`config.mk`:
```
export PLATFORM = sky130hd
export DESIGN_NAME = day_phase_timer
export DESIGN_NICKNAME = d
export VERILOG_FILES = /design/src/rtl/house_pkg.sv /design/src/rtl/tick_prescaler.sv /design/src/rtl/day_phase_timer.sv
export SDC_FILE = /design/constraint.sdc
export NUM_CORES = 1
export LEC_CHECK = 0
export BUFFER_PORTS_ARGS = -buffer_cell sky130_fd_sc_hd__buf_2
export CORE_MARGIN = 2
export CORE_UTILIZATION = 40
export CTS_CLUSTER_DIAMETER = 50
export DETAILED_ROUTE_END_ITERATION = 8
export SYNTH_ARGS = -nofsm -noshare
export SYNTH_HDL_FRONTEND = slang
export SYNTH_SLANG_ARGS = --single-unit
```
`constraint.sdc`:
```
create_clock -name clk -period 2.1 [get_ports clk]
set_input_delay 0.315 -clock clk [delete_from_list [all_inputs] [get_ports clk]]
set_output_delay 0.315 -clock clk [all_outputs]
set_load 0.01 [all_outputs]
```
`src/rtl/house_pkg.sv`:
```
// rtl/house_pkg.sv - day phase encodings and hour boundaries shared by the timer and lighting stage
package house_pkg;

   typedef enum logic [1:0] {
      ST_OFF  = 2'd0,
      ST_RUN  = 2'd1,
      ST_LOAD = 2'd2
   } clk_state_t;

   localparam logic [3:0] PH_OFF     = 4'b0000;
   localparam logic [3:0] PH_MORNING = 4'b0001;
   localparam logic [3:0] PH_NOON    = 4'b0010;
   localparam logic [3:0] PH_EVENING = 4'b0100;
   localparam logic [3:0] PH_NIGHT   = 4'b1000;

   // First hour of each phase; night wraps through midnight.
   localparam logic [4:0] HR_MORNING = 5'd6;
   localparam logic [4:0] HR_NOON    = 5'd12;
   localparam logic [4:0] HR_EVENING = 5'd17;
   localparam logic [4:0] HR_NIGHT   = 5'd21;
   localparam logic [4:0] HR_MAX     = 5'd23;
   localparam logic [5:0] MIN_MAX    = 6'd59;

   function automatic logic [3:0] phase_of(input logic [4:0] hr);
      logic [3:0] ph;
      if (hr >= HR_NIGHT || hr < HR_MORNING) ph = PH_NIGHT;
      else if (hr >= HR_EVENING)             ph = PH_EVENING;
      else if (hr >= HR_NOON)                ph = PH_NOON;
      else                                   ph = PH_MORNING;
      return ph;
   endfunction

endpackage

```
`src/rtl/tick_prescaler.sv`:
```
// rtl/tick_prescaler.sv - divides timebase ticks down to a registered once-per-minute pulse
module tick_prescaler #(
   parameter int TICKS = 60
) (
   input  logic clk,
   input  logic rst,
   input  logic clr,
   input  logic inc,
   output logic term
);

   localparam logic [7:0] LAST = 8'(TICKS - 1);

   logic [7:0] count_q, count_d;
   logic       term_q, term_d;

   // Clear wins over an increment, so a tick coinciding with a load is lost.
   always_comb begin
      count_d = count_q;
      term_d  = 1'b0;
      if (clr) begin
         count_d = 8'd0;
      end else if (inc) begin
         if (count_q == LAST) begin
            count_d = 8'd0;
            term_d  = 1'b1;
         end else begin
            count_d = count_q + 8'd1;
         end
      end
   end

   always_ff @(posedge clk) begin
      if (rst) begin
         count_q <= 8'd0;
         term_q  <= 1'b0;
      end else begin
         count_q <= count_d;
         term_q  <= term_d;
      end
   end

   assign term = term_q;

endmodule

```
`src/rtl/day_phase_timer.sv`:
```
// rtl/day_phase_timer.sv - hour:minute clock with time load and one-hot day phase output
module day_phase_timer #(
   parameter int TICKS_PER_MIN = 60,
   parameter int RESET_HOUR    = 6
) (
   input  logic       clk,
   input  logic       rst,
   input  logic       en,
   input  logic       tick,
   input  logic       set_valid,
   input  logic [4:0] set_hour,
   input  logic [5:0] set_min,
   output logic       set_ready,
   output logic       set_err,
   output logic [4:0] hour,
   output logic [5:0] minute,
   output logic [3:0] tcode,
   output logic       phase_chg
);
   import house_pkg::*;

   clk_state_t state_q, state_d;
   logic [4:0] hour_q, hour_d;
   logic [5:0] minute_q, minute_d;
   logic [3:0] tcode_q, tcode_d;
   logic       set_err_q, set_err_d;
   logic       phase_chg_q, phase_chg_d;
   logic       set_ready_q, set_ready_d;
   logic       load_acc, in_range, load_ok, adv;

   assign load_acc = set_valid & set_ready_q;
   assign in_range = (set_hour <= HR_MAX) && (set_min <= MIN_MAX);
   assign load_ok  = load_acc & in_range;

   tick_prescaler #(.TICKS(TICKS_PER_MIN)) u_prescaler (
      .clk  (clk),
      .rst  (rst),
      .clr  (load_ok),
      .inc  ((state_q == ST_RUN) && tick),
      .term (adv)
   );

   always_ff @(posedge clk) begin
      if (rst) begin
         state_q     <= ST_OFF;
         hour_q      <= 5'(RESET_HOUR);
         minute_q    <= 6'd0;
         tcode_q     <= PH_OFF;
         set_err_q   <= 1'b0;
         phase_chg_q <= 1'b0;
         set_ready_q <= 1'b1;
      end else begin
         state_q     <= state_d;
         hour_q      <= hour_d;
         minute_q    <= minute_d;
         tcode_q     <= tcode_d;
         set_err_q   <= set_err_d;
         phase_chg_q <= phase_chg_d;
         set_ready_q <= set_ready_d;
      end
   end

   always_comb begin
      state_d = state_q;
      case (state_q)
         ST_OFF:  if (load_ok) state_d = ST_LOAD; else if (en)  state_d = ST_RUN;
         ST_RUN:  if (load_ok) state_d = ST_LOAD; else if (!en) state_d = ST_OFF;
         ST_LOAD: state_d = en ? ST_RUN : ST_OFF;
         default: state_d = ST_OFF;
      endcase
   end

   // A pending minute advance is dropped when a load lands on the same cycle.
   always_comb begin
      hour_d   = hour_q;
      minute_d = minute_q;
      if (load_ok) begin
         hour_d   = set_hour;
         minute_d = set_min;
      end else if (adv) begin
         if (minute_q == MIN_MAX) begin
            minute_d = 6'd0;
            hour_d   = (hour_q == HR_MAX) ? 5'd0 : hour_q + 5'd1;
         end else begin
            minute_d = minute_q + 6'd1;
         end
      end
      tcode_d     = (state_q == ST_RUN) ? phase_of(hour_q) : PH_OFF;
      phase_chg_d = (tcode_d != tcode_q);
      set_err_d   = load_acc & ~in_range;
      set_ready_d = (state_d != ST_LOAD);
   end

   assign set_ready = set_ready_q;
   assign set_err   = set_err_q;
   assign hour      = hour_q;
   assign minute    = minute_q;
   assign tcode     = tcode_q;
   assign phase_chg = phase_chg_q;

endmodule

```
==> results of run 1 <==
registers in the layout (all words and copies together) (netlist names):
name / count
u_prescaler.count_q: 8
minute: 6
hour: 5
tcode: 4
state_q: 2
phase_chg: 1
set_err: 1
set_ready: 1
u_prescaler.term: 1
final cells by class:
cell class,count,share of cell area (%)
Multi-Input combinational cell,135,48.06
Sequential cell,29,32.70
Timing Repair Buffer,34,9.725
Clock buffer,5,3.876
Tap cell,48,3.383
Inverter,6,1.269
Clock inverter,3,0.9866
power breakdown:
group | total, uW | switching (uW) | internal, uW
Sequential | 612 | 35.3 | 577
Clock | 447 | 219 | 228
Combinational | 178 | 99.9 | 77.7
routing by layer:
layer / share of wire [%] / track usage [%] / up-vias
met5: 0 / 0 / -
met4: 1.6 / 9.896 / 0
met3: 5.9 / 4.281 / 8
met2: 48 / 29.42 / 37
met1: 44 / 19.58 / 643
li1: - / - / 708
layout by cell type, fill, tap and decap left out, drive strengths merged, types with 2 or more instances in the layout:
master and count:
a211oi 6, a21oi 6, a311oi 3, a31oi 3, a32oi 2, and2 2, and2b 2, and3 5
buf 34, clkbuf 5, clkinv 2, dfxtp 29, ha 4, inv 6, mux2i 3, nand2 9
nand3 10, nand4 2, nor2 26, nor2b 2, nor3 16, o21ai 6, or2b 3, xnor2 3
xor2 5
metrics by stage:
step	total power (uW)	util [%]	area, um^2	hold WS, ns	instances
final	1237	48.50	1775	0.2655	260
after detailed placement	801.3	46.14	1689	0.5048	252
after CTS	1249	48.50	1775	0.2688	260
after global placement	796.8	46.14	1689	0.4878	252
after global routing	1296	48.50	1775	0.2837	260
after floorplan	743.7	-	1524	0.4513	178
path summary, 6_finish.rpt:
check        slack [ns]  depth (start not counted)        end        start
max reg2reg        0.35                          6  phase_chg      hour[0]
max                0.35                          6  phase_chg      hour[0]
min reg2reg        0.52                          2    set_err    set_ready
min                0.27                          3    hour[1]  set_hour[1]
critical path: cells and delay by family (launching register included):
kind | cells | cell delay [ns]
AOI/OAI and AO/OA | 3 | 0.46
DFF | 1 | 0.40
adders and majority gates | 1 | 0.27
and+or+nand+nor | 2 | 0.55
synthesized netlist by cell type (2+ instances only):
master / n / share of area (%)
a211oi_1: 6 / 3.0
a21oi_1: 5 / 1.6
a311oi_1: 3 / 1.7
a31oi_1: 3 / 1.2
a32oi_1: 2 / 1.1
and2_1: 2 / 0.82
and2b_2: 2 / 1.1
and3_1: 5 / 2.1
clkbuf_1: 4 / 0.98
clkbuf_8: 3 / 2.7
dfxtp_1: 29 / 38
ha_1: 4 / 3.3
inv_1: 6 / 1.5
mux2i_1: 3 / 2.0
nand2_1: 9 / 2.2
nand3_1: 9 / 3.0
nand4_1: 2 / 0.82
nor2_1: 26 / 6.4
nor2b_1: 2 / 0.82
nor3_1: 16 / 5.3
o21ai_0: 5 / 1.6
or2b_2: 2 / 1.1
xnor2_1: 3 / 1.7
xor2_1: 5 / 2.9
cells by family (layout without fill, tap and decap cells):
family / Yosys count / after routing / share of synthesized area, %
DFF: 29 / 29 / 38.10
buffers and inverters: 14 / 48 / 5.911
AOI/OAI and AO/OA: 36 / 36 / 17.49
adders and majority gates: 4 / 4 / 3.284
xor gates and xnor gates: 8 / 8 / 4.598
muxes: 3 / 3 / 1.971
and+or+nand+nor: 84 / 84 / 28.65
==> results.yml, run 1 <==
outcome:
  status: "finished clean"
timing:
  post-route-period-util_pct: 83.14
  slew_headroom_pct: 61.45
  fmax_mhz: 572.7
  fin_skew_ns: 0.003162
  slew_viol_final: 0
  rsz0062_at_grt: "false"
  timing.final.ws_setup_ns: 0.3540
  hold_viol_final: 0
  fin_tns_setup_ns: 0
  setup_viol: 0
  tightest_slew_ns: 0.5782
  period_needed_ns: 1.746
setup_path:
  arrival_ns: 1.97
  worstSetupPathType: "flip-flop to flip-flop"
  end_kind: "flip-flop"
  required_ns: 2.32
  slowest_stage: "or4_4"
  crit_chain: "ha_1 > or4_4 > nand3_2 > o22ai_1 > a22o_1 > a21oi_2"
  critPathMaxFanout: 9
  cp-start-kind: "flip-flop"
  critPathMaxStageDelay_ns: 0.42
placed_design:
  globalplace.congestion: 0.8405
  portBuffers: 33
  place_hpwl_um: 2497
  place_ws_ns: 0.3588
floorplanning:
  pin_count: 34
  rows: 22
  coreArea_mm2: 0.003661
  die_height_um: 65.73
  initial_core_util_pct: 41.63
  dieArea_mm2: 0.004320
  die_w_um: 65.73
synth:
  yosys_warnings: 0
  synth_area_mm2: 0.001524
  syn_inst: 178
  ys_types: 46
  synth_edf_count: 0
  synth.avg_cell_area_um2: 8.562
  yosysSeqAreaShare_pct: 38.10
  synthFlopType: "dfxtp_1"
  synth_nets: 198
  synthArstFlopShare_pct: 0
  synth_seq_cells: 29
drt:
  drc_errors: 0
  routedWlPerCell_um: 12.87
  routed_wl_um: 3347
  ant_nets: 0
  vias: 1396
  first_pass_iters: 4
  first_iter_violations: 46
  viasPerCell: 5.369
finish:
  drive_gt1_share_pct: 25.00
  multi_input_area_um2: 853.3
  final_nets: 231
  area_growth_pct: 16.50
  n_fill_cell: 374
  regArea_um2: 580.6
  n_antenna_cell: 0
clocking:
  cts_buffers: 5
  cts_tree: "yes"
  cts.clk_slew.worst_paths_ns: 0.06
  post_cts_buffers: 0
  clk_latency_ns: 0.28
  cts-htree-levels: 2
  cts_resized: 0
  ctsHoldBuffers: 0
  clockRootBuffer: "clkbuf_8"
  cts_sinks: 29
  cts.path.max_buffers: 2
global_route:
  grt_max_degree: 21
  overflow: 0
  grtUsageTotal_pct: 17.32
  antenna_found_initial: 0
  grt_pass1_vias: 1334
  grt_pass1_wl_um: 5699
pwr:
  powerDensity_mw_per_mm2: 696.5
  p_leak_uw: 0.0007438
  ir_drop_v: 0.0003079
hold_path:
  min_path_type: "input pin to flip-flop"
flow_run:
  maxCapViolations: 0
No activity file was read; power rests on OpenSTA's default activity.
==> inputs of run 2 (changes only) <==
==> constraint.sdc (replaced) <==
create_clock -name clk -period 1.8 [get_ports clk]
set_input_delay 0.27 -clock clk [delete_from_list [all_inputs] [get_ports clk]]
set_output_delay 0.27 -clock clk [all_outputs]
set_load 0.01 [all_outputs]
==> run 2 against run 1 <==
  * Non-clock buffer count rose by 7
  * Fmax rose by 4.6%
  * Sequential share of layout area fell by 1.7 points
  * Largest power group is now clock
  * Critical path type unchanged
  * Clock skew barely moved
  * Wire length rose by 3.0%
  * Critical endpoint unchanged
  * Core utilization rose by 2.7 points
  * Via count rose by 2.0%
  * Setup slack got worse by 0.22 ns
  * Clock power rose by 80%
  * Highest routed layer unchanged
  * Clock-buffer cell count did not move
  * Worst hold slack got worse by 0.033 ns
==> results.yml, run 2 (same netlist as run 1, synthesis figures left out) <==
finish:
  regMostFlops: "u_prescaler.count_q"
  area_growth_pct: 23.07
  largest_register_ffs: 8
  final_common_cell: "buf_2"
  n_antenna_cell: 0
  fin_cells: 267
  fin_area_mm2: 0.001876
  final_cell_mix: "33 x buf_2, 29 x dfxtp_1, 26 x nor2_1"
  final_nets: 238
  drive_gt1_share_pct: 27.40
pwr:
  pwr-share-seq_pct: 40.6
  p_clk_share_pct: 46.2
  p_sw_share_pct: 23.89
  p_leak_uw: 0.0008017
  internal_power_uw: 1325
  power_frac_comb_pct: 13.2
  switching_power_uw: 416.1
  ir_drop_v: 0.0006064
  powerDensity_mw_per_mm2: 928.6
setup_path:
  slowest_stage: "or4_4"
  crit_chain: "buf_4 > or4_4 > nand3_2 > o22ai_1 > a22o_1 > a21oi_2"
  critPathMaxStageDelay_ns: 0.53
  cp-start-kind: "flip-flop"
  arrival_ns: 1.88
  worstSetupPathType: "flip-flop to flip-flop"
  critPathMaxFanout: 7
  required_ns: 2.01
  end_kind: "flip-flop"
global_route:
  antenna_found_initial: 0
  grt_pass1_wl_um: 5878
  overflow: 0
  grtUsageTotal_pct: 17.49
  grt_pass1_vias: 1406
  grt_max_degree: 19
floorplanning:
  coreArea_mm2: 0.003661
  initial_core_util_pct: 41.63
  pin_count: 34
  rows: 22
  die_w_um: 65.73
  die_height_um: 65.73
  dieArea_mm2: 0.004320
flow_run:
  maxCapViolations: 0
placed_design:
  dpl_cell_area_mm2: 0.001742
  place_hpwl_um: 2649
  portBuffers: 33
  placed_cells: 259
  globalplace.congestion: 0.8249
clocking:
  cts_resized: 0
  ctsHoldBuffers: 0
  cts.path.max_buffers: 2
  cts_sinks: 29
  cts-htree-levels: 2
  cts.clk_slew.worst_paths_ns: 0.06
  post_cts_buffers: 0
  clk_latency_ns: 0.28
  clockRootBuffer: "clkbuf_8"
  cts_tree: "yes"
  cts_buffers: 5
drt:
  first_pass_iters: 4
  ant_nets: 0
  viasPerCell: 5.333
  routedWlPerCell_um: 12.91
  first_iter_violations: 42
  drc_errors: 0
  vias: 1424
  routed_wl_um: 3447
timing:
  rsz0062_at_grt: "false"
  setup_viol: 0
  fmax_mhz: 598.8
  tightest_slew_ns: 0.3991
  slew_headroom_pct: 73.40
  fin_tns_setup_ns: 0
  fin_skew_ns: 0.003188
  hold_viol_final: 0
  period_needed_ns: 1.670
  post-route-period-util_pct: 92.78
  slew_viol_final: 0
hold_path:
  min_path_type: "input pin to flip-flop"
outcome:
  status: "finished clean"
## run 2: changes by cell type in the layout (fill, tap and decap cells not counted), sizes merged
cell	change
clkinv	-1
clkinvlp	-1
bufinv	+2
buf	+7
## run 2: through the flow
step / hold WS [ns] / setup WS [ns] / utilization, % / total power, uW
4_1_cts: 0.2330 / 0.1205 / 51.23 / 1753
3_3_place_gp: 0.4913 / 0.1896 / 47.57 / 944.1
6_report: 0.2326 / 0.1300 / 51.23 / 1742
5_1_grt: 0.2368 / 0.03049 / 51.23 / 1813
3_5_place_dp: 0.4857 / 0.1393 / 47.57 / 950.8
2_1_floorplan: 0.4063 / 0.03206 / - / 867.7
## run 2: worst paths after layout
kind	slack, ns	to	cells after the start	start
worst max-delay path	0.13	phase_chg	6	hour[0]
worst min-delay path	0.23	hour[1]	3	set_hour[1]
worst max register to register	0.13	phase_chg	6	hour[0]
worst min register to register	0.50	set_err	2	set_ready
## run 2: power by group through the flow
stage,clock (uW),combinational [uW],sequential [uW]
floorplan,0,137,731
global placement,0,226,718
detailed placement,0,230,721
CTS,815,231,707
global route,846,254,713
finish,805,229,708
## run 2: area by class of cell
type | count | area, um^2
tap | 48 | 60.06
inverter | 6 | 22.52
sequential | 29 | 580.6
timing repair buffer | 41 | 225.2
fill | 353 | 1785
clock inverter | 3 | 65.06
multi-input combinational | 135 | 853.3
clock buffer | 5 | 68.82
## run 2: per-layer routing
metal  global-route usage, %  part of all wire, %  vias to the layer above  wire, um
li1                        -                    -                      723         -
met1                   21.22                   46                      657      1588
met2                   29.80                   48                       40      1649
met3                   5.651                  5.2                        4       180
met4                   4.167                 0.84                        0        29
met5                       0                    0                        -         0
## run 2: critical path, delay by kind of cell (launching register included)
family / cells / cell delay [ns]
AOI/OAI and AO/OA: 3 / 0.46
buffers and inverters: 1 / 0.16
DFF: 1 / 0.33
and+or+nand+nor: 2 / 0.65
==> inputs of run 3 (changes only) <==
==> constraint.sdc (replaced) <==
create_clock -name clk -period 1.48 [get_ports clk]
set_input_delay 0.222 -clock clk [delete_from_list [all_inputs] [get_ports clk]]
set_output_delay 0.222 -clock clk [all_outputs]
set_load 0.01 [all_outputs]
==> run 3 against run 2 <==
  * The flow now finishes with violations (setup timing)
  * Via count rose by 4.4%
  * Cell count up 5.6%
  * Setup slack got worse by 0.24 ns
  * Flip-flop and latch count unchanged
  * Die area unchanged
  * Final area rose by 8.9%
  * Clock power fell by 24%
  * Global-route usage is 0.87 points higher
==> results.yml, run 3 (same netlist as run 1, synthesis figures left out) <==
outcome:
  status: "finished, violations left"
  violations: "setup timing"
global_route:
  grt_max_degree: 18
  grt_pass1_vias: 1413
  antenna_found_initial: 0
  grtUsageTotal_pct: 18.36
  grt_pass1_wl_um: 6168
  overflow: 0
setup_path:
  critPathMaxFanout: 4
  crit_chain: "inv_4 > ha_4 > or4_4 > nand3_4 > o22ai_2 > a22o_1 > a21oi_2"
  cp.depth: 7
  slowest_stage: "or4_4"
  cp-start-kind: "flip-flop"
  end_kind: "flip-flop"
  cp_num_buf_inv: 1
  arrival_ns: 1.80
  path_delay_family: "simple AND/OR/NAND/NOR gates"
  required_ns: 1.69
  reg2reg_depth: 7
  critPathMaxStageDelay_ns: 0.43
  worstSetupPathType: "flip-flop to flip-flop"
timing:
  tightest_slew_ns: 0.4512
  post-route-period-util_pct: 107.2
  fmax_mhz: 630.3
  hold_viol_final: 0
  timing.final.ws_setup_ns: -0.1066
  fin_skew_ns: 0.003654
  slew_viol_final: 0
  rsz0062_at_grt: "true"
  period_needed_ns: 1.587
  setup_viol: 1
  slew_headroom_pct: 69.92
finish:
  n_fill_cell: 353
  fin_util_pct: 55.81
  n_antenna_cell: 0
  final_nets: 253
  drive_gt1_share_pct: 38.03
  multi_input_area_um2: 925.9
  fin_cells: 282
  final_common_cell: "buf_2"
  area_growth_pct: 34.07
  regArea_um2: 591.8
  largest_register_ffs: 8
  regMostFlops: "u_prescaler.count_q"
  final_cell_mix: "33 x buf_2, 26 x dfxtp_1, 24 x nor2_1"
pwr:
  powerDensity_mw_per_mm2: 891.9
  ir_drop_v: 0.0006469
  p_leak_uw: 0.0008686
clocking:
  cts_tree: "yes"
  clockRootBuffer: "clkbuf_8"
  cts_sinks: 29
  cts.path.max_buffers: 2
  clk_latency_ns: 0.27
  cts-htree-levels: 2
  cts.clk_slew.worst_paths_ns: 0.06
  cts_buffers: 5
floorplanning:
  dieArea_mm2: 0.004320
  die_w_um: 65.73
  die_height_um: 65.73
  initial_core_util_pct: 41.63
  rows: 22
  coreArea_mm2: 0.003661
  pin_count: 34
placed_design:
  place_hpwl_um: 2728
  portBuffers: 33
  placed_cells: 270
  globalplace.congestion: 0.8188
drt:
  drc_errors: 0
  routedWlPerCell_um: 13.04
  ant_nets: 0
  first_iter_violations: 40
  routed_wl_um: 3676
  viasPerCell: 5.273
  first_pass_iters: 4
  vias: 1487
flow_run:
  maxCapViolations: 0
hold_path:
  min_path_type: "input pin to flip-flop"
  hold_depth: 2
-- run 3: power by group --
part           internal, uW  total, uW  switching, uW
combinational           171        360            189
clock                   325        609            284
sequential              818        853           35.1
-- run 3: worst paths after layout --
check	slack (ns)	end	start
max	-0.11	phase_chg	hour[1]
min	0.20	state_q[0]	en
max reg2reg	-0.11	phase_chg	hour[1]
min reg2reg	0.50	set_err	set_ready
-- run 3: area by class of cell --
cell class | instances | area share [%]
clock inverters | 2 | 0.4899
repair buffers | 56 | 17.51
inverters | 6 | 1.225
clock buffers | 6 | 3.552
multi-input cells | 135 | 45.32
well taps | 48 | 2.939
flip-flops and latches | 29 | 28.97
-- run 3: per-layer routing --
layer | wire length (um) | share of wire [%] | global-route usage (%)
met1 | 1668 | 45 | 22.32
met2 | 1788 | 49 | 31.44
met3 | 175 | 4.8 | 3.425
met4 | 43 | 1.2 | 7.813
met5 | 0 | 0 | 0
-- run 3: through the flow --
| step | TNS (ns) | total power [uW] | setup WS (ns) | area, um^2 | hold WS [ns] |
|---|---|---|---|---|---|
| 2_1_floorplan | -0.1734 | 1059 | -0.1734 | 1535 | 0.3582 |
| 3_3_place_gp | -0.05168 | 1188 | -0.03949 | 1848 | 0.4635 |
| 3_5_place_dp | -0.4620 | 1197 | -0.09109 | 1848 | 0.4864 |
| 4_1_cts | -0.09861 | 1813 | -0.09861 | 1937 | 0.1936 |
| 5_1_grt | -0.3606 | 1919 | -0.1696 | 2043 | 0.1977 |
| 6_report | -0.1066 | 1822 | -0.1066 | 2043 | 0.1977 |
-- run 3: repair_timing --
item,4_1_cts,5_1_grt
setup endpoints to repair,3,12
pin swaps,0,4
buffers inserted,0,4
gates resized for setup,2,20
cloned,0,0
hold buffers,0,0
